**src/rtl/pipelined_shift_unit.sv**
```systemverilog
// Pipelined barrel shifter (sll/srl/sra/rol/ror) with valid/ready stall.
// Define SHIFT_FLAGS_EN to add registered out_zero/out_carry outputs.
module pipelined_shift_unit #(
  parameter int N = 32,
  parameter int STAGES = 2,
  localparam int K = $clog2(N)
) (
  input  logic         clk,
  input  logic         reset,
  input  logic         in_valid,
  output logic         in_ready,
  input  logic [N-1:0] in_a,
  input  logic [K-1:0] in_b,
  input  logic [2:0]   in_op,
  output logic         out_valid,
  input  logic         out_ready,
  output logic [N-1:0] out_r
`ifdef SHIFT_FLAGS_EN
  ,
  output logic         out_zero,
  output logic         out_carry
`endif
);

  localparam int LPS = (K + STAGES - 1) / STAGES;
  localparam logic [2:0] OP_SLL = 3'b000;
  localparam logic [2:0] OP_SRL = 3'b001;
  localparam logic [2:0] OP_SRA = 3'b010;
  localparam logic [2:0] OP_ROL = 3'b011;
  localparam logic [2:0] OP_ROR = 3'b100;

  logic w_en;
  assign w_en = out_ready | ~out_valid;
  assign in_ready = w_en;

  function automatic logic [N-1:0] f_lvl(
    input logic [N-1:0] d,
    input logic [2:0]   op,
    input logic         sg,
    input int           m
  );
    logic [N-1:0] v_fill;
    logic [N-1:0] v_r;
    v_fill = sg ? ~({N{1'b1}} >> m) : '0;
    case (op)
      OP_SLL:  v_r = d << m;
      OP_SRL:  v_r = d >> m;
      OP_SRA:  v_r = (d >> m) | v_fill;
      OP_ROL:  v_r = (d << m) | (d >> (N - m));
      OP_ROR:  v_r = (d >> m) | (d << (N - m));
      default: v_r = d;
    endcase
    return v_r;
  endfunction

`ifdef SHIFT_FLAGS_EN
  // The last level that actually shifts decides the carry.
  function automatic logic f_cy(
    input logic [N-1:0] d,
    input logic [N-1:0] nx,
    input logic [2:0]   op,
    input int           m
  );
    logic [N-1:0] v_t;
    logic         v_c;
    v_t = '0;
    v_c = 1'b0;
    case (op)
      OP_SLL: begin
        v_t = d >> (N - m);
        v_c = v_t[0];
      end
      OP_SRL, OP_SRA: begin
        v_t = d >> (m - 1);
        v_c = v_t[0];
      end
      OP_ROL:  v_c = nx[0];
      OP_ROR:  v_c = nx[N-1];
      default: v_c = 1'b0;
    endcase
    return v_c;
  endfunction
`endif

  for (genvar s = 0; s < STAGES; s++) begin : g_st
    localparam int LO = s * LPS;
    localparam int HI = (LO + LPS > K) ? K : LO + LPS;

    logic         w_vi;
    logic         w_sgi;
    logic [N-1:0] w_di;
    logic [N-1:0] w_do;
    logic [N-1:0] w_nx;
    logic [K-1:0] w_bi;
    logic [2:0]   w_opi;
    logic         r_v;
    logic [N-1:0] r_d;
`ifdef SHIFT_FLAGS_EN
    logic w_ci;
    logic w_co;
    logic r_c;
`endif

    if (s == 0) begin : g_src
      assign w_vi  = in_valid;
      assign w_di  = in_a;
      assign w_bi  = in_b;
      assign w_opi = in_op;
      assign w_sgi = in_a[N-1];
`ifdef SHIFT_FLAGS_EN
      assign w_ci  = 1'b0;
`endif
    end else begin : g_src
      assign w_vi  = g_st[s-1].r_v;
      assign w_di  = g_st[s-1].r_d;
      assign w_bi  = g_st[s-1].g_mid.r_b;
      assign w_opi = g_st[s-1].g_mid.r_op;
      assign w_sgi = g_st[s-1].g_mid.r_sg;
`ifdef SHIFT_FLAGS_EN
      assign w_ci  = g_st[s-1].r_c;
`endif
    end

    always_comb begin
      w_do = w_di;
      w_nx = w_di;
`ifdef SHIFT_FLAGS_EN
      w_co = w_ci;
`endif
      for (int i = 0; i < K; i++) begin
        if (i >= LO && i < HI && w_bi[i]) begin
          w_nx = f_lvl(w_do, w_opi, w_sgi, 1 << i);
`ifdef SHIFT_FLAGS_EN
          w_co = f_cy(w_do, w_nx, w_opi, 1 << i);
`endif
          w_do = w_nx;
        end
      end
    end

    // Data only loads with a valid op so an empty pipe keeps out_r.
    always_ff @(posedge clk) begin
      if (reset) begin
        r_v <= 1'b0;
        r_d <= '0;
`ifdef SHIFT_FLAGS_EN
        r_c <= 1'b0;
`endif
      end else if (w_en) begin
        r_v <= w_vi;
        if (w_vi) begin
          r_d <= w_do;
`ifdef SHIFT_FLAGS_EN
          r_c <= w_co;
`endif
        end
      end
    end

    if (s < STAGES - 1) begin : g_mid
      logic [K-1:0] r_b;
      logic [2:0]   r_op;
      logic         r_sg;
      always_ff @(posedge clk) begin
        if (reset) begin
          r_b  <= '0;
          r_op <= '0;
          r_sg <= 1'b0;
        end else if (w_en && w_vi) begin
          r_b  <= w_bi;
          r_op <= w_opi;
          r_sg <= w_sgi;
        end
      end
    end

`ifdef SHIFT_FLAGS_EN
    if (s == STAGES - 1) begin : g_z
      logic r_z;
      always_ff @(posedge clk) begin
        if (reset) r_z <= 1'b0;
        else if (w_en && w_vi) r_z <= (w_do == '0);
      end
    end
`endif
  end

  assign out_valid = g_st[STAGES-1].r_v;
  assign out_r     = g_st[STAGES-1].r_d;
`ifdef SHIFT_FLAGS_EN
  assign out_carry = g_st[STAGES-1].r_c;
  assign out_zero  = g_st[STAGES-1].g_z.r_z;
`endif

endmodule

```
**config.mk**
```make
export PLATFORM = sky130hd
export DESIGN_NAME = pipelined_shift_unit
export DESIGN_NICKNAME = d
export VERILOG_FILES = /design/src/rtl/pipelined_shift_unit.sv
export SDC_FILE = /design/constraint.sdc
export NUM_CORES = 1
export LEC_CHECK = 0
export ABC_AREA = 1
export CORE_ASPECT_RATIO = 0.8
export CORE_UTILIZATION = 37
export DETAILED_ROUTE_END_ITERATION = 16
export PLACE_DENSITY = 0.67
export SLEW_MARGIN = 0
export SYNTH_ARGS = -nofsm -noshare
export SYNTH_HDL_FRONTEND = slang
export SYNTH_SLANG_ARGS = --single-unit
```
**constraint.sdc**
```tcl
create_clock -name clk -period 1.9 [get_ports clk]
set_input_delay 0.38 -clock clk [delete_from_list [all_inputs] [get_ports clk]]
set_output_delay 0.38 -clock clk [all_outputs]
set_load 0.005 [all_outputs]
```
==> results of run 1 <==
-- kinds of logic after synthesis --
kind of cell	Yosys count	synth area share, %
simple gates	678	48.4
buf+inv	145	10.1
compound gates	195	18.1
flops	72	23.3
-- layout make-up --
| class | count | area, um^2 |
|---|---|---|
| clock buffers | 14 | 274 |
| clock inverters | 2 | 60.1 |
| fillers | 1672 | 7470 |
| inverters | 75 | 299 |
| multi-input cells | 874 | 4390 |
| flip-flops and latches | 72 | 1450 |
| well taps | 215 | 269 |
| repair buffers | 183 | 1840 |
-- where the power goes --
| part | switching [W] | internal, W |
|---|---|---|
| Sequential | 0.0000842 | 0.00163 |
| Clock | 0.000622 | 0.00126 |
| Combinational | 0.00130 | 0.000951 |
-- repair_timing --
action	4_1_cts	5_1_grt
setup buffers	5	13
cloned	3	2
resized for setup	33	88
pin swaps	7	25
setup endpoints to repair	65	64
-- sequential cells by signal (all words and copies together) (netlist names) --
register,flops
g_st.r_d,32
out_r,32
g_st.g_mid.r_op,3
g_st.g_mid.r_b,2
g_st.g_mid.r_sg,1
g_st.r_v,1
out_valid,1
-- cell usage in the layout (no fill, tap or decap), types with 4 or more instances in the layout --
cell type	Yosys	routed
buf_6	3	10
a21oi_1	116	113
buf_4	6	78
clkbuf_16	0	11
nor3_4	1	4
nor2_1	61	55
o21ai_0	26	15
nand3_2	12	28
inv_4	0	4
nor2_4	1	4
o21ai_2	2	5
or2_1	8	5
a211oi_1	5	5
nand2_4	0	5
o221ai_1	24	22
dfxtp_1	72	69
nand3_1	204	186
o21ai_1	12	19
inv_1	66	64
clkdlybuf4s50_1	0	71
inv_2	8	5
nand2_1	359	349
buf_12	0	12
nand2_2	3	8
or2_2	23	23
nor2_2	2	5
o211ai_1	9	9
-- final timing paths --
check                                 end  slack, ns  cells after the start
worst min-delay path            out_r[13]       0.39                      4
worst max-delay path            out_r[15]       0.01                     13
worst max register to register  out_r[15]       0.01                     13
worst min register to register  out_r[17]       0.46                      2
-- stage by stage --
step	hold slack [ns]	TNS, ns
4_1_cts	0.457	-0.0509
6_report	0.395	0
2_1_floorplan	0.443	0
5_1_grt	0.402	-0.441
3_5_place_dp	0.455	-21.99
3_3_place_gp	0.453	-21.84
-- critical path: stages (launching register included) --
cell and delay [ns]:
dfxtp_4 0.36, inv_4 0.06, nand2_4 0.04, buf_6 0.12, inv_8 0.07, nor2_4 0.04, nor2_4 0.13, inv_2 0.06
nor2_4 0.24, o211ai_1 0.13, o21ai_1 0.13, o211ai_1 0.22, nand2_1 0.12, inv_1 0.05
-- per-layer routing --
| layer | track usage, % | vias to the layer above |
|---|---|---|
| li1 | - | 3896 |
| met1 | 39.2 | 3613 |
| met2 | 39.5 | 315 |
| met3 | 4.61 | 25 |
| met4 | 4.49 | 0 |
| met5 | 0 | - |
==> PnR_summary.wiki, run 1 <==
{| class="wikitable"
! Metric !! Value
|-
| Iteration count of the initial detailed-routing pass || 6
|-
| Final critical-path required period || 1.89 ns
|-
| Hold-fix buffer count after cts || 0
|-
| Cell accounting for the most synthesized area || dfxtp_1
|-
| Worst Slack Setup Final || 0.0106 ns
|-
| Slew at the pin closest to its max-slew limit || 0.710 ns
|-
| Power Total || 0.00584 W
|-
| Weighted congestion at the end of routability-driven global placement || 0.946
|-
| Maximum level of the CTS H-tree || 3
|-
| Part of the Yosys area used for sequential elements || 23.3%
|-
| CP Launch Point || g_st[0].g_mid.r_op[0]
|-
| Port-buffer cells || 77
|-
| Worst-case setup slack after placement || -0.680 ns
|-
| Initial core utilization || 38.5%
|-
| Synthesized instance count || 1090
|-
| Number of antenna cells inserted || 0
|-
| Total placed instance area || 7620 um^2
|-
| Top post-synthesis cells by count || nand2_1, nand3_1, a21oi_1
|-
| Critical setup path kind || register to register
|-
| Num CTS Buffers || 9
|-
| Maximum fanout count along the critical path || 8
|-
| Prevailing post-synth register cell || dfxtp_1
|-
| Worst reg2reg path startpoint || g_st[0].g_mid.r_op[0]
|-
| Clock Tree Buf Depth || 2
|-
| Register clock-pin slew on the reported worst setup and hold paths || 0.06 ns
|-
| Worst-skew pair later-pin latency || 0.34 ns
|-
| Die height || 118 um
|-
| Total via count in the routed design || 7849
|-
| CTS tree || yes
|-
| Row count || 41
|-
| Power per Cell Area || 680 nW/um^2
|-
| Leak || 3.78 nW
|-
| Post-synth net total || 1134
|-
| Layout Nets || 1259
|-
| Syn. warnings || 0
|-
| CTS Root Cell || clkbuf_16
|-
| Mapped cell area || 6180 um^2
|-
| Post-Route Skew || 0.00759 ns
|-
| Data arrival time of the critical path || 2.12 ns
|-
| CTS Sinks || 72
|-
| Remaining max-slew budget at the tightest pin || 52.6%
|-
| Outcome || finished, final reports clean
|-
| Share of post-route cells with drive strength above 1 || 18.9%
|-
| Antenna-violating nets left || 0
|-
| Highest attainable clock frequency || 0.529 GHz
|-
| Count of final max-slew check failures || 0
|-
| Most common cell in the netlist || nand2_1
|-
| Aggregate global routing overflow || 0
|-
| Drt total wl || 22800 um
|-
| Worst min-delay path class || primary input to register
|-
| Proportion of synthesized flip-flops having asynchronous set or reset || 0%
|-
| Required time of the critical path || 2.13 ns
|-
| Post-route cell area || 8590 um^2
|-
| Mean post-synth cell area || 5.67 um^2
|-
| Average wire length per cell after detail routing || 15.9 um
|-
| Final cell count without fillers || 1435
|-
| Share of the clock period used by the worst path after layout || 99.4%
|-
| DIE AREA || 17200 um^2
|-
| Drt drc || 0
|-
| Post-layout util || 53.5%
|-
| I/O pin count || 78
|-
| Max-capacitance violation count || 0
|-
| Number of hold violations in the final report || 0
|-
| Metal-1 WL || 10900 um
|-
| Post-DR vias/cell || 5.47
|-
| Dominant cells by area after synthesis || dfxtp_1, nand2_1, nand3_1
|-
| Number of placed instances with taps included || 1396
|-
| Hold Path Origin || reset
|-
| Endpoint class of the critical path || register
|-
| Antenna violations before repair || 0
|-
| Chip width || 147 um
|-
| Core area || 16100 um^2
|-
| Final HPWL from detailed placement || 16700 um
|-
| Endpoints failing setup || 0
|-
| Met3 wire length || 1800 um
|-
| Startpoint type of the worst setup path || register
|-
| Via count of the first global-routing pass || 7124
|-
| Netlist cell types || 31
|-
| Length of routed met2 wiring || 9810 um
|-
| P&R area growth vs syn || 38.9%
|-
| Post-synth EDFFs || 0
|-
| RSZ-0062 raised after global routing || true
|-
| Global-route wire length before repair || 36800 um
|-
| Largest net degree at the start of global routing || 41
|-
| Share of the synthesized area in the top cell type || 23.3%
|-
| Number of DRC violations after detailed-routing iteration 0 || 963
|-
| Worst voltage drop across the vdd grid || 0.401 mV
|-
| Highest layer used for signal routing || met4
|-
| Global-route total usage across every layer || 26.3%
|-
| Seq cells post-synth || 72
|}
Power figures use the tool's default switching activity.
==> run 2: changes to the inputs <==
- CAP_MARGIN: unset -> 5
- CELL_PAD_IN_SITES_DETAIL_PLACEMENT: unset -> 0
- CELL_PAD_IN_SITES_GLOBAL_PLACEMENT: unset -> 1
- PLACE_DENSITY: 0.67 -> 0.89
==> run 2 against run 1 <==
Sequential share of layout area up 0.17 points. Via count up 0.56%. Clock power up 2%. First-iteration DRC count up 3.7%. Power about the same. Critical endpoint unchanged. Highest routed layer unchanged.
==> PnR_summary.wiki, run 2 (synthesized netlist as in run 1, its figures left out) <==
{| class="wikitable"
! Metric !! Value
|-
| Maximum level of the CTS H-tree || 3
|-
| Global-route total usage across every layer || 26.4%
|-
| Share of post-route cells with drive strength above 1 || 17.2%
|-
| Register clock-pin slew on the reported worst setup and hold paths || 0.06 ns
|-
| Iteration count of the initial detailed-routing pass || 6
|-
| Worst min-delay path class || register to register
|-
| CTS Sinks || 72
|-
| Maximum fanout count along the critical path || 8
|-
| Aggregate global routing overflow || 0
|-
| Number of hold violations in the final report || 0
|-
| Antenna violations before repair || 0
|-
| DIE AREA || 17200 um^2
|-
| Startpoint type of the worst setup path || register
|-
| Antenna-violating nets left || 0
|-
| CTS Root Cell || clkbuf_16
|-
| Number of DRC violations after detailed-routing iteration 0 || 999
|-
| Core area || 16100 um^2
|-
| Worst voltage drop across the vdd grid || 0.387 mV
|-
| Global-route wire length before repair || 36700 um
|-
| Number of placed instances with taps included || 1387
|-
| Slew at the pin closest to its max-slew limit || 0.704 ns
|-
| Final critical-path required period || 1.88 ns
|-
| Row count || 41
|-
| Drt drc || 0
|-
| Leading cell type in the layout, fill and taps excluded || nand2_1
|-
| Data arrival time of the critical path || 2.17 ns
|-
| Layout Nets || 1252
|-
| Post-DR vias/cell || 5.53
|-
| Initial core utilization || 38.5%
|-
| Critical setup path kind || register to register
|-
| Hold-fix buffer count after cts || 0
|-
| Port-buffer cells || 77
|-
| Num CTS Buffers || 9
|-
| P&R area growth vs syn || 37.5%
|-
| Endpoints failing setup || 0
|-
| Remaining max-slew budget at the tightest pin || 53.0%
|-
| RSZ-0062 raised after global routing || true
|-
| Required time of the critical path || 2.18 ns
|-
| Post-layout util || 52.9%
|-
| Largest net degree at the start of global routing || 41
|-
| Die height || 118 um
|-
| Hold Path Origin || out_r[30]
|-
| CTS tree || yes
|-
| Post-Route Skew || 0.00534 ns
|-
| Leak || 3.74 nW
|-
| Leading cell types in the layout, fill and taps excluded || nand2_1, nand3_1, a21oi_1
|-
| Weighted congestion at the end of routability-driven global placement || 0.958
|-
| Total via count in the routed design || 7893
|-
| CP Launch Point || g_st[0].g_mid.r_op[1]
|-
| Clock Tree Buf Depth || 2
|-
| Share of the clock period used by the worst path after layout || 99.2%
|-
| Power per Cell Area || 687 nW/um^2
|-
| Worst-case hold slack || 0.462 ns
|-
| Chip width || 147 um
|-
| Drt total wl || 23300 um
|-
| Worst-skew pair later-pin latency || 0.34 ns
|-
| Final HPWL from detailed placement || 16400 um
|-
| Max-capacitance violation count || 0
|-
| Endpoint class of the critical path || register
|-
| Number of antenna cells inserted || 0
|-
| I/O pin count || 78
|-
| Count of final max-slew check failures || 0
|-
| Average wire length per cell after detail routing || 16.3 um
|-
| Outcome || finished, final reports clean
|-
| Via count of the first global-routing pass || 7127
|-
| Highest attainable clock frequency || 0.531 GHz
|-
| Worst reg2reg path startpoint || g_st[0].g_mid.r_op[1]
|-
| Final cell count without fillers || 1428
|}
run 2: cell count changes in the layout (fill, tap and decap cells not counted), sizes merged, moves of 2 or more:
cell    before  now
buf        103   97
bufbuf       2    0
clkbuf      19   15
clkinv       1    4
run 2: critical path: stages (launching register included):
cell and delay (ns):
dfxtp_2 0.35, inv_4 0.05, nor3_4 0.26, and2_1 0.28, nor2_4 0.10, o211ai_1 0.10, o21ai_1 0.11, o211ai_1 0.42
nand2_1 0.10, inv_1 0.06
run 2: layout make-up:
cell class / instances / area, um^2
fill: 1639 / 7560
multi-input combinational: 874 / 4310
timing repair buffer: 175 / 1820
sequential: 72 / 1450
inverter: 75 / 304
tap: 215 / 269
clock buffer: 10 / 229
clock inverter: 6 / 108
timing repair inverter: 1 / 8.76
run 2: final timing paths:
| path | endpoint | slack [ns] | cells past startpoint |
|---|---|---|---|
| max reg2reg | out_r[15] | 0.02 | 9 |
| min reg2reg | out_r[30] | 0.46 | 2 |
| max | out_r[15] | 0.02 | 9 |
| min | out_r[30] | 0.46 | 2 |
run 2: through the flow:
| step | power, W | setup TNS [ns] | setup WS, ns | area (um^2) |
|---|---|---|---|---|
| floorplan | 0.00294 | 0 | 0.309 | 6180 |
| global placement | 0.00364 | -19.03 | -0.658 | 7630 |
| detailed placement | 0.00366 | -21.71 | -0.680 | 7630 |
| CTS | 0.00565 | -0.104 | -0.0267 | 8070 |
| global route | 0.00617 | -0.331 | -0.0685 | 8500 |
| finish | 0.00584 | 0 | 0.0150 | 8500 |
run 2: layer usage:
metal	global-route usage [%]	part of all wire, %	vias to the layer above
met5	0	0	-
li1	-	-	3870
met4	4.62	0.60	0
met2	40.3	44	338
met3	4.22	8.6	16
met1	38.9	47	3669
run 2: what timing repair did:
action	4_1_cts	5_1_grt
gates cloned	2	5
pin swaps	2	17
buffers inserted	0	18
setup endpoints to repair	65	65
resized for setup	20	58
run 2: power by group:
part	internal, W	switching, W	leakage (nW)
combinational	0.000913	0.00129	2.98
clock	0.00128	0.000646	0.162
sequential	0.00163	0.0000876	0.593
==> run 3: changes to the inputs <==
- CORE_UTILIZATION: 37 -> 35
- PLACE_DENSITY: 0.89 -> 0.88
- clock period: 1.9 -> 1.7 ns (I/O delays scaled with it)
==> run 3 against run 2 <==
Via count up 6.3%. Core utilization up 3.9 points. Sequential share of layout area down 2.3 points. Sequential power up 12%. Clock power down 13%. Design area up 16%. Die area up 5.6%. Critical path depth up 1. The flow now finishes with violations (negative setup slack). Critical endpoint unchanged. Clock skew up 0.00095 ns.
==> PnR_summary.wiki, run 3 (synthesized netlist as in run 1, its figures left out) <==
{| class="wikitable"
! Metric !! Value
|-
| Average wire length per cell after detail routing || 17.5 um
|-
| Count of final max-slew check failures || 0
|-
| Violations in the final reports || negative setup slack
|-
| Met3 wire length || 2340 um
|-
| Worst Slack Setup Final || -0.0808 ns
|-
| Via count of the first global-routing pass || 6886
|-
| Library cell appearing most often on the critical path || o211ai_1
|-
| Relative contribution of the clock network to total power || 25.1%
|-
| Worst-skew pair later-pin latency || 0.34 ns
|-
| Share of the clock period used by the worst path after layout || 105%
|-
| Number of antenna cells inserted || 0
|-
| Drt total wl || 25800 um
|-
| Drt drc || 0
|-
| Global-route wire length before repair || 36500 um
|-
| Cell type of the slowest stage on the worst timing path || o211ai_1
|-
| Aggregate global routing overflow || 0
|-
| Maximum fanout count along the critical path || 8
|-
| RSZ-0062 raised after global routing || true
|-
| Total via count in the routed design || 8393
|-
| Num CTS Buffers || 9
|-
| Weighted congestion at the end of routability-driven global placement || 0.931
|-
| Leading cell types in the layout, fill and taps excluded || nand2_1, nand3_1, a21oi_1
|-
| Layout Nets || 1287
|-
| CP endpoint || out_r[15]
|-
| Leading cell type in the layout, fill and taps excluded || nand2_1
|-
| Metal-1 WL || 11400 um
|-
| Highest attainable clock frequency || 0.562 GHz
|-
| Data arrival time of the critical path || 2.07 ns
|-
| Worst min-delay path class || primary input to register
|-
| Endpoints failing setup || 8
|-
| Worst setup slack for register-to-register paths || -0.08 ns
|-
| Outcome || finished, violations left
|-
| Initial core utilization || 35.7%
|-
| Core area || 17300 um^2
|-
| End of the worst register-to-register path || out_r[15]
|-
| DIE AREA || 18200 um^2
|-
| Power Total || 0.00666 W
|-
| Largest net degree at the start of global routing || 73
|-
| Length of routed met2 wiring || 11500 um
|-
| Global-route total usage across every layer || 25.6%
|-
| Number of hold violations in the final report || 0
|-
| Critical setup path kind || register to register
|-
| Number of DRC violations after detailed-routing iteration 0 || 1050
|-
| Post-DR vias/cell || 5.70
|-
| Required time of the critical path || 1.99 ns
|-
| Post-route cell area || 9840 um^2
|-
| Leak || 4.12 nW
|-
| Antenna-violating nets left || 0
|-
| I/O pin count || 78
|-
| CTS Root Cell || clkbuf_16
|-
| Slew at the pin closest to its max-slew limit || 0.450 ns
|-
| Register clock-pin slew on the reported worst setup and hold paths || 0.06 ns
|-
| Worst voltage drop across the vdd grid || 0.479 mV
|-
| Final HPWL from detailed placement || 16400 um
|-
| Worst-case hold slack || 0.407 ns
|-
| Share of post-route cells with drive strength above 1 || 33.5%
|-
| # fillers || 1648
|-
| Die height || 121 um
|-
| Highest layer used for signal routing || met4
|-
| Endpoint class of the critical path || register
|-
| Iteration count of the initial detailed-routing pass || 5
|-
| Worst reg2reg path startpoint || g_st[0].g_mid.r_op[2]
|-
| Clock Tree Buf Depth || 2
|-
| Total net switching power || 0.00254 W
|-
| Max-capacitance violation count || 0
|-
| Total placed instance area || 7730 um^2
|-
| Share of total power in sequential cells || 28.8%
|-
| Antenna violations before repair || 0
|-
| Port-buffer cells || 77
|-
| P&R area growth vs syn || 59.2%
|-
| Startpoint type of the worst setup path || register
|-
| CTS tree || yes
|-
| Switch share || 38.1%
|-
| Row count || 43
|-
| Internal power || 0.00412 W
|-
| Chip width || 151 um
|-
| Remaining max-slew budget at the tightest pin || 69.9%
|-
| CTS Sinks || 72
|-
| Power per Cell Area || 677 nW/um^2
|-
| Post-Route Skew || 0.00628 ns
|-
| Final critical-path required period || 1.78 ns
|-
| List of cells traversed by the critical path || buf_12 -> nor3_4 -> and2_4 -> buf_4 -> nor2_4 -> o211ai_1 -> o21ai_1 -> o211ai_1 -> nand2_1 -> inv_1
|-
| CP Launch Point || g_st[0].g_mid.r_op[2]
|-
| Portion of total power attributed to combinational logic || 46.1%
|-
| Worst r2r path cells || 10
|-
| Hold-fix buffer count after cts || 0
|-
| Maximum level of the CTS H-tree || 3
|-
| Crit-path max cell delay || 0.40 ns
|}
==> run 3: power groups by stage <==
stage	registers [W]	logic (W)	clock network, W
after detailed placement	0.00194	0.00218	0
after global routing	0.00193	0.00329	0.00176
after CTS	0.00191	0.00241	0.00169
after global placement	0.00194	0.00217	0
final	0.00192	0.00307	0.00167
after floorplan	0.00192	0.00136	0
==> run 3: worst min path at each step <==
stage	start	endpoint	slack, ns	cells past startpoint
floorplan	g_st[0].r_v	g_st[0].r_v	0.44	2
global placement	out_r[16]	out_r[16]	0.45	2
detailed placement	g_st[0].r_v	g_st[0].r_v	0.46	2
CTS	in_op[2]	g_st[0].g_mid.r_op[2]	0.43	4
global route	in_op[2]	g_st[0].g_mid.r_op[2]	0.43	4
finish	in_op[2]	g_st[0].g_mid.r_op[2]	0.41	4
==> run 3: per-layer routing <==
layer  up-vias  GRT usage [%]
met5         -              0
met3        68           3.57
li1       3960              -
met4         0           6.63
met2       424           37.8
met1      3941           38.3
==> run 3: critical path: cells and delay by family, from the launching register on <==
family	cells	cell delay, ns
AOI/OAI and AO/OA	3	0.60
buffers and inverters	3	0.31
DFF	1	0.36
and+or+nand+nor	4	0.45
==> run 3: through the flow <==
| step | TNS (ns) | worst slack [ns] | instances | utilization, % |
|---|---|---|---|---|
| after floorplan | 0 | 0.114 | 1090 | - |
| after global placement | -31.11 | -0.753 | 1408 | 44.6 |
| after detailed placement | -33.92 | -0.804 | 1408 | 44.6 |
| after CTS | -0.0574 | -0.0574 | 1447 | 49.1 |
| after global routing | -3.56 | -0.157 | 1472 | 56.8 |
| final | -0.182 | -0.0808 | 1472 | 56.8 |
==> run 3: layout make-up <==
type                       count  area (um^2)  share of cell area (%)
multi-input combinational    874         5140                    52.2
timing repair buffer         211         2420                    24.6
sequential                    72         1450                    14.7
inverter                      75          299                    3.04
tap                          225          282                    2.86
clock buffer                  14          244                    2.48
clock inverter                 1         5.00                  0.0509
==> run 3: repair_timing <==
item / CTS / global route
gates cloned: 4 / 11
resized for setup: 83 / 252
pin swaps: 18 / 89
endpoints found under the setup margin: 65 / 64
setup buffers: 20 / 15
